===== src/rtl/cnn_conv_7x7_sched_pkg.sv =====
// Shared definitions for the 7x7 convolution layer scheduler.
//   - Default conv_7x7 layer dimensions.
//   - Scheduler FSM state encoding.
//   - Helpers for derived counts (weights per output channel, pixels per
//     pass) and for counter widths.
package cnn_conv_7x7_sched_pkg;

   localparam int CONV_DATA_WIDTH      = 32;
   localparam int CONV_CHANNEL_NUM_IN  = 3;
   localparam int CONV_CHANNEL_NUM_OUT = 64;
   localparam int CONV_KERNEL          = 7;
   localparam int CONV_IMAGE_SIZE      = 50176;
   localparam int CONV_RESULT_NUM      = 12544;

   typedef enum logic [2:0] {
      S_IDLE   = 3'd0,
      S_LOAD_W = 3'd1,
      S_STREAM = 3'd2,
      S_DRAIN  = 3'd3,
      S_NEXT   = 3'd4,
      S_FIN    = 3'd5
   } sched_state_t;

   // Weights needed by the conv core for one output channel.
   function automatic int w_num(input int kernel, input int ch_in);
      return kernel * kernel * ch_in;
   endfunction

   // Pixels streamed through the pipeline for one output channel.
   function automatic int p_num(input int image_size, input int ch_in);
      return image_size * ch_in;
   endfunction

   // Counter width able to hold the terminal count itself.
   function automatic int cnt_w(input int term);
      return $clog2(term) + 1;
   endfunction

   // Index width; a single channel still needs one bit.
   function automatic int idx_w(input int n);
      return (n > 1) ? $clog2(n) : 1;
   endfunction

endpackage


===== src/rtl/cnn_conv_7x7_sched_gate.sv =====
// Ready/valid-to-strobe register stage with an accept counter.
// Handshake: a word is accepted in a cycle where valid_in && enable; the
// accepted word appears on data_out with valid_out high on the next cycle.
// Ports:
//   clk, reset     clock, synchronous active-high reset
//   enable         ready presented to the source this cycle
//   clear          zero the accept counter (wins over an accept)
//   valid_in       source word valid
//   data_in        source word
//   valid_out      registered strobe, one cycle after each accept
//   data_out       registered word (holds between strobes)
//   last           accept of the final word (counter == TERM-1), combinational
module cnn_sched_gate #(
   parameter int DATA_WIDTH = 32,
   parameter int TERM       = 9,
   parameter int CNT_W      = 5
) (
   input  logic                  clk,
   input  logic                  reset,
   input  logic                  enable,
   input  logic                  clear,
   input  logic                  valid_in,
   input  logic [DATA_WIDTH-1:0] data_in,
   output logic                  valid_out,
   output logic [DATA_WIDTH-1:0] data_out,
   output logic                  last
);

   logic             accept;
   logic [CNT_W-1:0] cnt;

   assign accept = valid_in & enable;
   assign last   = accept && (cnt == CNT_W'(TERM - 1));

   always_ff @(posedge clk) begin
      if (reset) begin
         valid_out <= 1'b0;
         data_out  <= '0;
         cnt       <= '0;
      end else begin
         valid_out <= accept;
         if (accept) data_out <= data_in;
         if (clear)       cnt <= '0;
         else if (accept) cnt <= cnt + CNT_W'(1);
      end
   end

endmodule


===== src/rtl/cnn_conv_7x7_sched.sv =====
// Scheduler for the 7x7 convolution pipeline. For each output channel it
// loads the kernel weights into the conv core, streams the whole input image
// into the loop-data block, then waits for all results of that channel.
// Ports:
//   clk, reset                 clock, synchronous active-high reset
//   start                      begin a layer run (only honoured in IDLE)
//   weight_valid_in/weight_in  weight source; weight_ready accepts
//   pxl_valid_in/pxl_in        pixel source; pxl_ready accepts
//   valid_weight_out/weight_out  weight strobe to conv core
//   valid_pxl_out/pxl_out      pixel strobe to loop-data block
//   result_valid               channel adder output valid (counted only)
//   och_idx                    current output channel
//   busy                       not IDLE
//   done                       one-cycle pulse at end of the layer
//   err                        sticky: result_valid seen in IDLE or LOAD_W
module cnn_conv_7x7_sched
   import cnn_conv_7x7_sched_pkg::*;
#(
   parameter int DATA_WIDTH      = CONV_DATA_WIDTH,
   parameter int CHANNEL_NUM_IN  = CONV_CHANNEL_NUM_IN,
   parameter int CHANNEL_NUM_OUT = CONV_CHANNEL_NUM_OUT,
   parameter int KERNEL          = CONV_KERNEL,
   parameter int IMAGE_SIZE      = CONV_IMAGE_SIZE,
   parameter int RESULT_NUM      = CONV_RESULT_NUM
) (
   input  logic                              clk,
   input  logic                              reset,
   input  logic                              start,
   input  logic                              weight_valid_in,
   input  logic [DATA_WIDTH-1:0]             weight_in,
   output logic                              weight_ready,
   input  logic                              pxl_valid_in,
   input  logic [DATA_WIDTH-1:0]             pxl_in,
   output logic                              pxl_ready,
   output logic                              valid_weight_out,
   output logic [DATA_WIDTH-1:0]             weight_out,
   output logic                              valid_pxl_out,
   output logic [DATA_WIDTH-1:0]             pxl_out,
   input  logic                              result_valid,
   output logic [idx_w(CHANNEL_NUM_OUT)-1:0] och_idx,
   output logic                              busy,
   output logic                              done,
   output logic                              err
);

   localparam int W_NUM   = w_num(KERNEL, CHANNEL_NUM_IN);
   localparam int P_NUM   = p_num(IMAGE_SIZE, CHANNEL_NUM_IN);
   localparam int W_CNT_W = cnt_w(W_NUM);
   localparam int P_CNT_W = cnt_w(P_NUM);
   localparam int R_CNT_W = cnt_w(RESULT_NUM);
   localparam int OCH_W   = idx_w(CHANNEL_NUM_OUT);

   sched_state_t       state, state_next;
   logic [R_CNT_W-1:0] r_cnt;
   logic               start_acc;
   logic               w_last, p_last;
   logic               stray_result;
   logic               count_result;
   logic               r_full;
   logic               och_last;

   assign start_acc    = (state == S_IDLE) && start;
   assign r_full       = (r_cnt == R_CNT_W'(RESULT_NUM));
   assign och_last     = (och_idx == OCH_W'(CHANNEL_NUM_OUT - 1));
   assign stray_result = result_valid && ((state == S_IDLE) || (state == S_LOAD_W));
   assign count_result = result_valid && !r_full &&
                         ((state == S_STREAM) || (state == S_DRAIN));

   cnn_sched_gate #(
      .DATA_WIDTH (DATA_WIDTH),
      .TERM       (W_NUM),
      .CNT_W      (W_CNT_W)
   ) u_weight_gate (
      .clk       (clk),
      .reset     (reset),
      .enable    (weight_ready),
      .clear     (start_acc | w_last),
      .valid_in  (weight_valid_in),
      .data_in   (weight_in),
      .valid_out (valid_weight_out),
      .data_out  (weight_out),
      .last      (w_last)
   );

   // Pixel count is kept until NEXT so it reads as "pass complete" in DRAIN.
   cnn_sched_gate #(
      .DATA_WIDTH (DATA_WIDTH),
      .TERM       (P_NUM),
      .CNT_W      (P_CNT_W)
   ) u_pxl_gate (
      .clk       (clk),
      .reset     (reset),
      .enable    (pxl_ready),
      .clear     (start_acc | (state == S_NEXT)),
      .valid_in  (pxl_valid_in),
      .data_in   (pxl_in),
      .valid_out (valid_pxl_out),
      .data_out  (pxl_out),
      .last      (p_last)
   );

   always_ff @(posedge clk) begin
      if (reset) state <= S_IDLE;
      else       state <= state_next;
   end

   always_comb begin
      state_next   = state;
      weight_ready = 1'b0;
      pxl_ready    = 1'b0;
      busy         = (state != S_IDLE);
      done         = 1'b0;
      case (state)
         S_IDLE:   if (start) state_next = S_LOAD_W;
         S_LOAD_W: begin
            weight_ready = 1'b1;
            if (w_last) state_next = S_STREAM;
         end
         S_STREAM: begin
            pxl_ready = 1'b1;
            if (p_last) state_next = S_DRAIN;
         end
         S_DRAIN:  if (r_full) state_next = S_NEXT;
         S_NEXT:   state_next = och_last ? S_FIN : S_LOAD_W;
         S_FIN: begin
            done       = 1'b1;
            state_next = S_IDLE;
         end
         default:  state_next = S_IDLE;
      endcase
   end

   always_ff @(posedge clk) begin
      if (reset) begin
         och_idx <= '0;
         r_cnt   <= '0;
         err     <= 1'b0;
      end else begin
         if (start_acc)                          och_idx <= '0;
         else if ((state == S_NEXT) && !och_last) och_idx <= och_idx + OCH_W'(1);

         if (start_acc || (state == S_NEXT)) r_cnt <= '0;
         else if (count_result)              r_cnt <= r_cnt + R_CNT_W'(1);

         // A stray result in the same cycle as start still flags the new run.
         if (stray_result)   err <= 1'b1;
         else if (start_acc) err <= 1'b0;
      end
   end

endmodule


===== config.mk =====
export PLATFORM = sky130hd
export DESIGN_NAME = cnn_conv_7x7_sched
export DESIGN_NICKNAME = d
export VERILOG_FILES = /design/src/rtl/cnn_conv_7x7_sched_pkg.sv /design/src/rtl/cnn_conv_7x7_sched_gate.sv /design/src/rtl/cnn_conv_7x7_sched.sv
export SDC_FILE = /design/constraint.sdc
export NUM_CORES = 1
export LEC_CHECK = 0
export CELL_PAD_IN_SITES_DETAIL_PLACEMENT = 1
export CELL_PAD_IN_SITES_GLOBAL_PLACEMENT = 2
export CORE_AREA = 2 2 135 137
export CTS_CLUSTER_DIAMETER = 200
export DETAILED_ROUTE_END_ITERATION = 7
export DIE_AREA = 0 0 137 139
export GPL_TIMING_DRIVEN = 0
export PLACE_DENSITY = 0.94
export SYNTH_ARGS = -nofsm -noshare
export SYNTH_HDL_FRONTEND = slang
export SYNTH_SLANG_ARGS = --single-unit

===== constraint.sdc =====
create_clock -name clk -period 4.2 [get_ports clk]
set_input_delay 0.84 -clock clk [delete_from_list [all_inputs] [get_ports clk]]
set_output_delay 0.84 -clock clk [all_outputs]
set_load 0.01 [all_outputs]

Yosys cells after proc, flatten, opt, wreduce, memory -nomap -nowiden:

Index checks and enable logic that the tools add are counted.

* RAM bits: 0
* flip-flop bits (word level): 119
* bits in read-only memories: 0
* input port bits: 70
* memories kept: 0
* latch bits: 0

* bitwise gates (word level): 4
* equal/unequal tests: 13
* muxes and demuxes: 11
* divide/modulo/power cells: 0
* $add $sub $neg: 4
* reductions and logical operators: 20
* $lt $le $gt $ge: 0
* multipliers: 0
* shift operators: 0

Operator list (count)
* adder 19 x 1 -> 19 bit, second input constant: 1
* equality test 19 x 18 -> 1 bit, second input constant: 1
* adder 15 x 1 -> 15 bit, second input constant: 1
* equality test 15 x 14 -> 1 bit, second input constant: 1
* two-way mux 3 bit: 5
* one-hot mux 3 bit (5 select lines): 1
* adder 9 x 1 -> 9 bit, second input constant: 1
* equality test 9 x 8 -> 1 bit, second input constant: 1
* != test 2 bit, second input constant: 4
* OR reduction 2 bit: 4
* logical AND 1 bit: 7
* adder 6 x 1 -> 6 bit, second input constant: 1
* equality test 3 x 2 -> 1 bit, second input constant: 2
* equality test 3 bit, second input constant: 2
* equality test 6 bit, second input constant: 1
* two-way mux 1 bit: 5
* AND reduction 4 bit: 1
* equality test 3 x 1 -> 1 bit, second input constant: 1
* zero test 3 bit: 1
* logical OR 1 bit: 3
* nonzero test 3 bit: 1
* AND 1 bit: 2
* zero test 1 bit: 2
* OR 1 bit: 2
* nonzero test 2 bit: 1

Depth between registers and ports, before layout:

Gate-level depths: netlist (run 1).

* depth after elaboration: 6
* gate-level depth with buffers: 6

By module:

A second synthesis (run 1) with hierarchy kept.

* cell total of the unflattened synthesis: 596
* area total of the unflattened synthesis: 4914.7 µm²

By module, submodules not included
* cnn_sched_gate at u_pxl_gate: cells an instance 244, times used 1, area each 1996.9 µm²
* cnn_sched_gate at u_weight_gate: cells an instance 194, times used 1, area each 1566.5 µm²
* cnn_conv_7x7_sched: cells an instance 158, times used 1, area each 1351.3 µm²

Worst setup path before layout (run 1):

No wires, ideal clock.

* path kind: input to register
* from: in pxl_valid_in
* to: reg u_pxl_gate.cnt[16]
* buffers on the path: 1
* cell stages on the path: 5
* path slack: 1882 ps
* arrival: 2248 ps
* library setup time: 70 ps
* required time: 4130 ps
* cell sequence: nand4bb_4 > or4b_4 > buf_6 > or4_1 > a21oi_1

* longest elaborated chain between the ends: 1

Ends and longest elaborated chain
* from (decl): RTL line cnn_conv_7x7_sched.sv:32 `input logic pxl_valid_in,`
* AND 1 bit: RTL line cnn_conv_7x7_sched_gate.sv:32 `assign accept = valid_in & enable;`
* to (signal assigned): RTL line cnn_conv_7x7_sched_gate.sv:44 `else if (accept) cnt <= cnt + CNT_W'(1);`
* to (decl): RTL line cnn_conv_7x7_sched_gate.sv:30 `logic [CNT_W-1:0] cnt;`

Every way passes these cells.
A chain may end at the register's enable or synchronous reset.

Worst setup path in the final report (run 1):

* from: reg state[1]
* to: out pxl_ready

* longest elaborated chain between the ends: 2

Ends and longest elaborated chain
* from (decl): RTL line cnn_conv_7x7_sched.sv:53 `sched_state_t state, state_next;`
* from (signal assigned): RTL line cnn_conv_7x7_sched.sv:104 `else state <= state_next;`
* equality test 3 x 2 -> 1 bit: RTL line cnn_conv_7x7_sched.sv:113 `case (state)`
* two-way mux 1 bit: RTL line cnn_conv_7x7_sched.sv:113
* to (decl): RTL line cnn_conv_7x7_sched.sv:34 `output logic pxl_ready,`

Every way passes these cells.

==> results of run 1 <==
[critical path, stage by stage, from the launching register on]
cell and delay [ns]:
dfxtp_1 0.41, clkbuf_1 0.36, inv_1 0.19, nor3_1 0.24, clkdlybuf4s50_1 0.60
[cell families (layout without fill, tap and decap cells)]
family | Yosys count | in the layout | share of synthesized area [%]
AO/OA/AOI/OAI | 123 | 123 | 13.6
XOR/XNOR | 21 | 21 | 3.81
adder cells (fa/ha/maj) | 6 | 6 | 1.55
buffers and inverters | 48 | 225 | 3.91
flip-flops | 119 | 119 | 49.3
multiplexers | 1 | 1 | 0.207
AND/OR/NAND/NOR | 276 | 276 | 27.5
[sequential cells by signal, indices dropped and copies added, names as in the netlist, 3 cells and up]
name and count:
u_pxl_gate.data_out 32, u_weight_gate.data_out 32, u_pxl_gate.cnt 19, r_cnt 15, u_weight_gate.cnt 9, och_idx 6
state 3
[per-layer routing]
layer	wire length [um]	share of wire [%]
met5	0	0
met4	386	2.6
met3	801	5.5
met2	7270	50
met1	6220	42
[path summary, 6_finish.rpt]
path | to | slack [ns] | cells after the start
setup / recovery | pxl_ready | 1.16 | 4
hold / removal | u_weight_gate.data_out[6] | 0.45 | 2
setup reg to reg | r_cnt[7] | 1.78 | 6
hold reg to reg | u_weight_gate.data_out[6] | 0.45 | 2
[synthesized netlist by cell type (2+ instances only)]
| cell | number |
|---|---|
| nand2_1 | 151 |
| dfxtp_1 | 119 |
| a21oi_1 | 89 |
| clkbuf_1 | 30 |
| nor2_1 | 30 |
| o21ai_0 | 20 |
| or3_1 | 17 |
| nand3_1 | 16 |
| inv_1 | 13 |
| xnor2_1 | 11 |
| xor2_1 | 10 |
| nand4_1 | 9 |
| nor3_1 | 8 |
| or4_1 | 8 |
| ha_1 | 6 |
| and3_1 | 5 |
| nor4b_1 | 5 |
| and2_1 | 4 |
| and4_1 | 4 |
| nor4_1 | 4 |
| o31ai_1 | 4 |
| buf_1 | 3 |
| nor3b_1 | 3 |
| nand3b_1 | 2 |
| nor4bb_1 | 2 |
[through the flow]
| stage | instances | util, % | hold slack, ns | power, W |
|---|---|---|---|---|
| floorplan | 594 | - | 0.452 | 0.00126 |
| global placement | 968 | 37.2 | 0.441 | 0.00139 |
| detailed placement | 968 | 37.2 | 0.447 | 0.00139 |
| CTS | 1000 | 40.9 | 0.455 | 0.00300 |
| global route | 1000 | 40.9 | 0.467 | 0.00307 |
| finish | 1000 | 40.9 | 0.453 | 0.00296 |
[report_power, final]
part	leakage, nW	switching [W]	internal, W
registers	0.962	0.0000112	0.00115
logic	1.07	0.0000949	0.000111
clock network	0.313	0.000536	0.00106
total	2.35	0.000642	0.00232
[layout make-up]
class	count	share of cell area [%]
clock buffers	22	6.71
flip-flops and latches	119	33.0
clock inverters	10	2.31
multi-input cells	427	31.3
repair buffers	145	20.1
plain buffers	35	1.94
inverters	13	0.676
well taps	229	3.97
==> results.yml, run 1 <==
outcome:
  outcome: "finished clean"
flow_run:
  maxCapViolCount: 0
synthesis:
  yosysTopAreaCellShare_pct: 49.3
  synth_async_sr_flop_share_pct: 0
  avgSynthCellArea_um2: 8.13
  synth.distinct_cells: 46
  synth_top_cell_by_area: "dfxtp_1"
  synth_edf_count: 0
  ys_seq_elements: 119
  yosysWarnings: 0
  synth_nets: 670
  ys.flop_type: "dfxtp_1"
  synthTopCellsByArea: "dfxtp_1 (49%), nand2_1 (12%), a21oi_1 (9.2%), clkbuf_1 (2.3%), nor2_1 (2.3%)"
  ys_seq_area_share_pct: 49.3
  syn_inst: 594
  syn-cell-area_mm2: 0.00483
worst_setup_path:
  cp.arrival_ns: 2.20
  cp.required_ns: 3.36
  path_class: "register to primary output"
  cp-start-kind: "register"
  crit_path_start: "state[1]"
  regToRegStartpoint: "state[1]"
  crit_path_end_kind: "primary output"
  path_max_fanout: 10
global_routing:
  grt_overflow: 0
  grt.busiest_layer: "met2"
  antenna_found_initial: 0
  gr-usage-met1_pct: 18.4
  grt_pass1_wl_um: 24100
  grt_max_degree: 17
  grtUsageMet3_pct: 4.93
  first_global_vias: 4808
  track_usage_pct: 16.0
  grt_util_met2_pct: 26.9
sta:
  timing.setup.tns_ns: 0
  finalHoldViolCount: 0
  finalCritPeriodShare_pct: 72.4
  worst_slew_pin_slew_ns: 0.710
  finalMaxSlewViolations: 0
  slew_headroom_pct: 52.7
  grt_setup_unrepaired: "false"
  setup_ws_ns: 1.16
  clock_skew_ns: 0.00841
  max_freq_ghz: 0.329
  setup_viol_count_final: 0
  fin_crit_ns: 3.04
clock_tree:
  cts_buffers: 17
  clock-root-buffer: "clkbuf_16"
  insertion_delay_ns: 0.42
  htree_levels: 4
  postCtsHoldBufs: 0
  clock_path_buffers: 2
  clkSlewWorstSetupHoldPaths_ns: 0.06
  post_cts_buffers: 0
  ctsResizeCount: 0
  tritoncts: "built"
  cts_sinks: 119
route:
  first_iter_violations: 130
  drc_errors: 0
  vias: 4738
  first_pass_iters: 4
  viasPerCell: 4.74
  drt-total-wl_um: 14700
  ant_nets: 0
  wl_per_cell_um: 14.7
placed_design:
  gp_congestion: 0.750
  placed_cell_area_mm2: 0.00657
  dp_slack_ns: 1.15
  port_buffers: 145
  dp_hpwl_um: 10500
cells_and_area:
  register_area_mm2: 0.00238
  fill_cells: 2133
  layout_common_cells: "nand2_1 (151), clkdlybuf4s50_1 (145), dfxtp_1 (119)"
  multi_input_area_mm2: 0.00226
  drive_above_1_share_pct: 4.80
  areaGrowthSynthToFinish_pct: 49.5
  final_net_count: 834
  final_common_cell: "nand2_1"
  antennaDiodeCount: 0
  finalInstanceArea_mm2: 0.00722
floorplanning:
  pin_count: 147
  die_area_mm2: 0.0190
  core_mm2: 0.0177
  dieWidth_um: 137
  chipHeight_um: 139
  rows: 49
  start_util_pct: 27.3
worst_hold_path:
  hold_path_class: "register to register"
  holdCritStartpoint: "u_weight_gate.data_out[6]"
pwr:
  vdd_ir_drop_max_uv: 296
  p_leak_nw: 2.35
  power.density_mw_per_mm2: 410
Note: power is estimated with default switching activity, not from simulation.
==> run 2: changes to the inputs <==
CORE_AREA = 2 2 145 147   (was 2 2 135 137)
DIE_AREA = 0 0 147 149   (was 0 0 137 139)
PLACE_DENSITY = 0.87   (was 0.94)
clock period = 2.49 ns   (was 4.2 ns; I/O delays follow)
==> run 2 against run 1 <==
Compared with the run above:
- core utilization down 5.4 points
- critical path depth down 1
- largest power group unchanged
- largest cell class unchanged
- via count down 2.3%
==> results.yml, run 2 (synthesized netlist as in run 1, its figures left out) <==
worst_setup_path:
  crit_path_top_delay_cell: "clkdlybuf4s50_1"
  crit_path_start: "state[2]"
  regToRegStartpoint: "state[1]"
  cp.required_ns: 1.99
  critPathMaxStageDelay_ns: 0.48
  crit_path_end_kind: "primary output"
  path_max_fanout: 10
  path_buf_inv: 2
  path_cells: "clkbuf_2 -> or3_1 -> clkdlybuf4s50_1"
  path_class: "register to primary output"
  cp.arrival_ns: 1.91
  cp-start-kind: "register"
  cpLargestDelayFamily: "buffers and inverters"
sta:
  grt_setup_unrepaired: "false"
  finalHoldViolCount: 0
  max_freq_ghz: 0.415
  holdWs_ns: 0.451
  worst_slew_pin_slew_ns: 0.661
  finalMaxSlewViolations: 0
  timing.setup.tns_ns: 0
  setup_ws_ns: 0.0797
  finalCritPeriodShare_pct: 96.8
  clock_skew_ns: 0.0104
  setup_viol_count_final: 0
  slew_headroom_pct: 56.0
  fin_crit_ns: 2.41
clock_tree:
  clock-root-buffer: "clkbuf_16"
  cts_sinks: 119
  clock_path_buffers: 2
  clkSlewWorstSetupHoldPaths_ns: 0.06
  cts_buffers: 17
  post_cts_buffers: 0
  htree_levels: 4
  tritoncts: "built"
  insertion_delay_ns: 0.42
pwr:
  power.density_mw_per_mm2: 681
  p_leak_nw: 2.36
  p_int_w: 0.00384
  pwr-share-seq_pct: 39.4
  clkPwrFrac_pct: 53.4
  vdd_ir_drop_max_uv: 500
  combPwrFrac_pct: 7.1
  p_sw_w: 0.00112
  total_power_w: 0.00496
  switching_share_pct: 22.7
route:
  wl_per_cell_um: 14.2
  vias: 4630
  viasPerCell: 4.43
  drt-total-wl_um: 14900
  first_pass_iters: 4
  ant_nets: 0
  drc_errors: 0
  first_iter_violations: 162
global_routing:
  antenna_found_initial: 0
  first_global_vias: 4570
  track_usage_pct: 13.6
  grt_overflow: 0
  grt_pass1_wl_um: 23700
  grt_max_degree: 17
floorplanning:
  die_area_mm2: 0.0219
  pin_count: 147
  rows: 53
  core_mm2: 0.0206
  dieWidth_um: 147
  chipHeight_um: 149
  start_util_pct: 23.5
cells_and_area:
  antennaDiodeCount: 0
  areaGrowthSynthToFinish_pct: 50.9
  reg_top3: "u_pxl_gate.data_out: 32 flops, u_weight_gate.data_out: 32 flops, u_pxl_gate.cnt: 19 flops"
  final_util_pct: 35.4
  drive_above_1_share_pct: 5.71
  layout_common_cells: "nand2_1 (151), clkdlybuf4s50_1 (145), dfxtp_1 (118)"
  final_common_cell: "nand2_1"
  final_net_count: 834
  fill_cells: 2438
placed_design:
  dp_hpwl_um: 10800
  gp_congestion: 0.747
  dp_slack_ns: -0.193
  port_buffers: 145
flow_run:
  maxCapViolCount: 0
outcome:
  outcome: "finished clean"
worst_hold_path:
  holdCritStartpoint: "u_weight_gate.data_out[26]"
  hold_path_class: "register to register"
run 2: power by group through the flow:
stage | registers [W] | logic (W) | clock network (W)
2_1_floorplan | 0.00201 | 0.000112 | 0
3_3_place_gp | 0.00200 | 0.000353 | 0
3_5_place_dp | 0.00200 | 0.000354 | 0
4_1_cts | 0.00196 | 0.000360 | 0.00273
5_1_grt | 0.00196 | 0.000386 | 0.00282
6_report | 0.00196 | 0.000353 | 0.00265
run 2: final cells by class:
| class | count | area [um2] | share of cell area, % |
|---|---|---|---|
| multi-input combinational | 427 | 2270 | 31.2 |
| clock inverter | 14 | 198 | 2.71 |
| timing repair buffer | 145 | 1450 | 19.9 |
| inverter | 13 | 48.8 | 0.670 |
| tap | 275 | 344 | 4.72 |
| buffer | 35 | 149 | 2.04 |
| clock buffer | 18 | 439 | 6.03 |
| sequential | 119 | 2380 | 32.7 |
run 2: worst register-to-register path, cell delays in order (launching register included):
cell      delay [ns]
dfxtp_2         0.35
buf_4           0.18
nor3b_1         0.53
or3_1           0.20
clkbuf_1        0.30
clkbuf_1        0.45
nor2_1          0.11
run 2: final timing paths:
check,end,cells after the start,slack (ns)
setup reg to reg,u_pxl_gate.cnt[0],6,0.24
hold reg to reg,u_weight_gate.data_out[26],2,0.45
hold / removal,u_weight_gate.data_out[26],2,0.45
setup / recovery,busy,3,0.08
run 2: stage by stage:
step | cells | cell area, um2
global route | 1046 | 7290
finish | 1046 | 7290
floorplan | 594 | 4830
detailed placement | 1014 | 6620
CTS | 1046 | 7280
global placement | 1014 | 6620
run 2: metal layers:
layer	up-vias	track usage (%)	wire [um]
met1	2159	16.3	6670
met5	-	0	0
met3	24	3.98	693
met2	85	22.7	7130
met4	0	6.20	355
li1	2362	-	-
run 2: timing repair:
action / CTS / global route
setup endpoints to repair: 14 / 29
hold buffers: 0 / 0
gates resized for setup: 7 / 4
pin swaps: 0 / 0
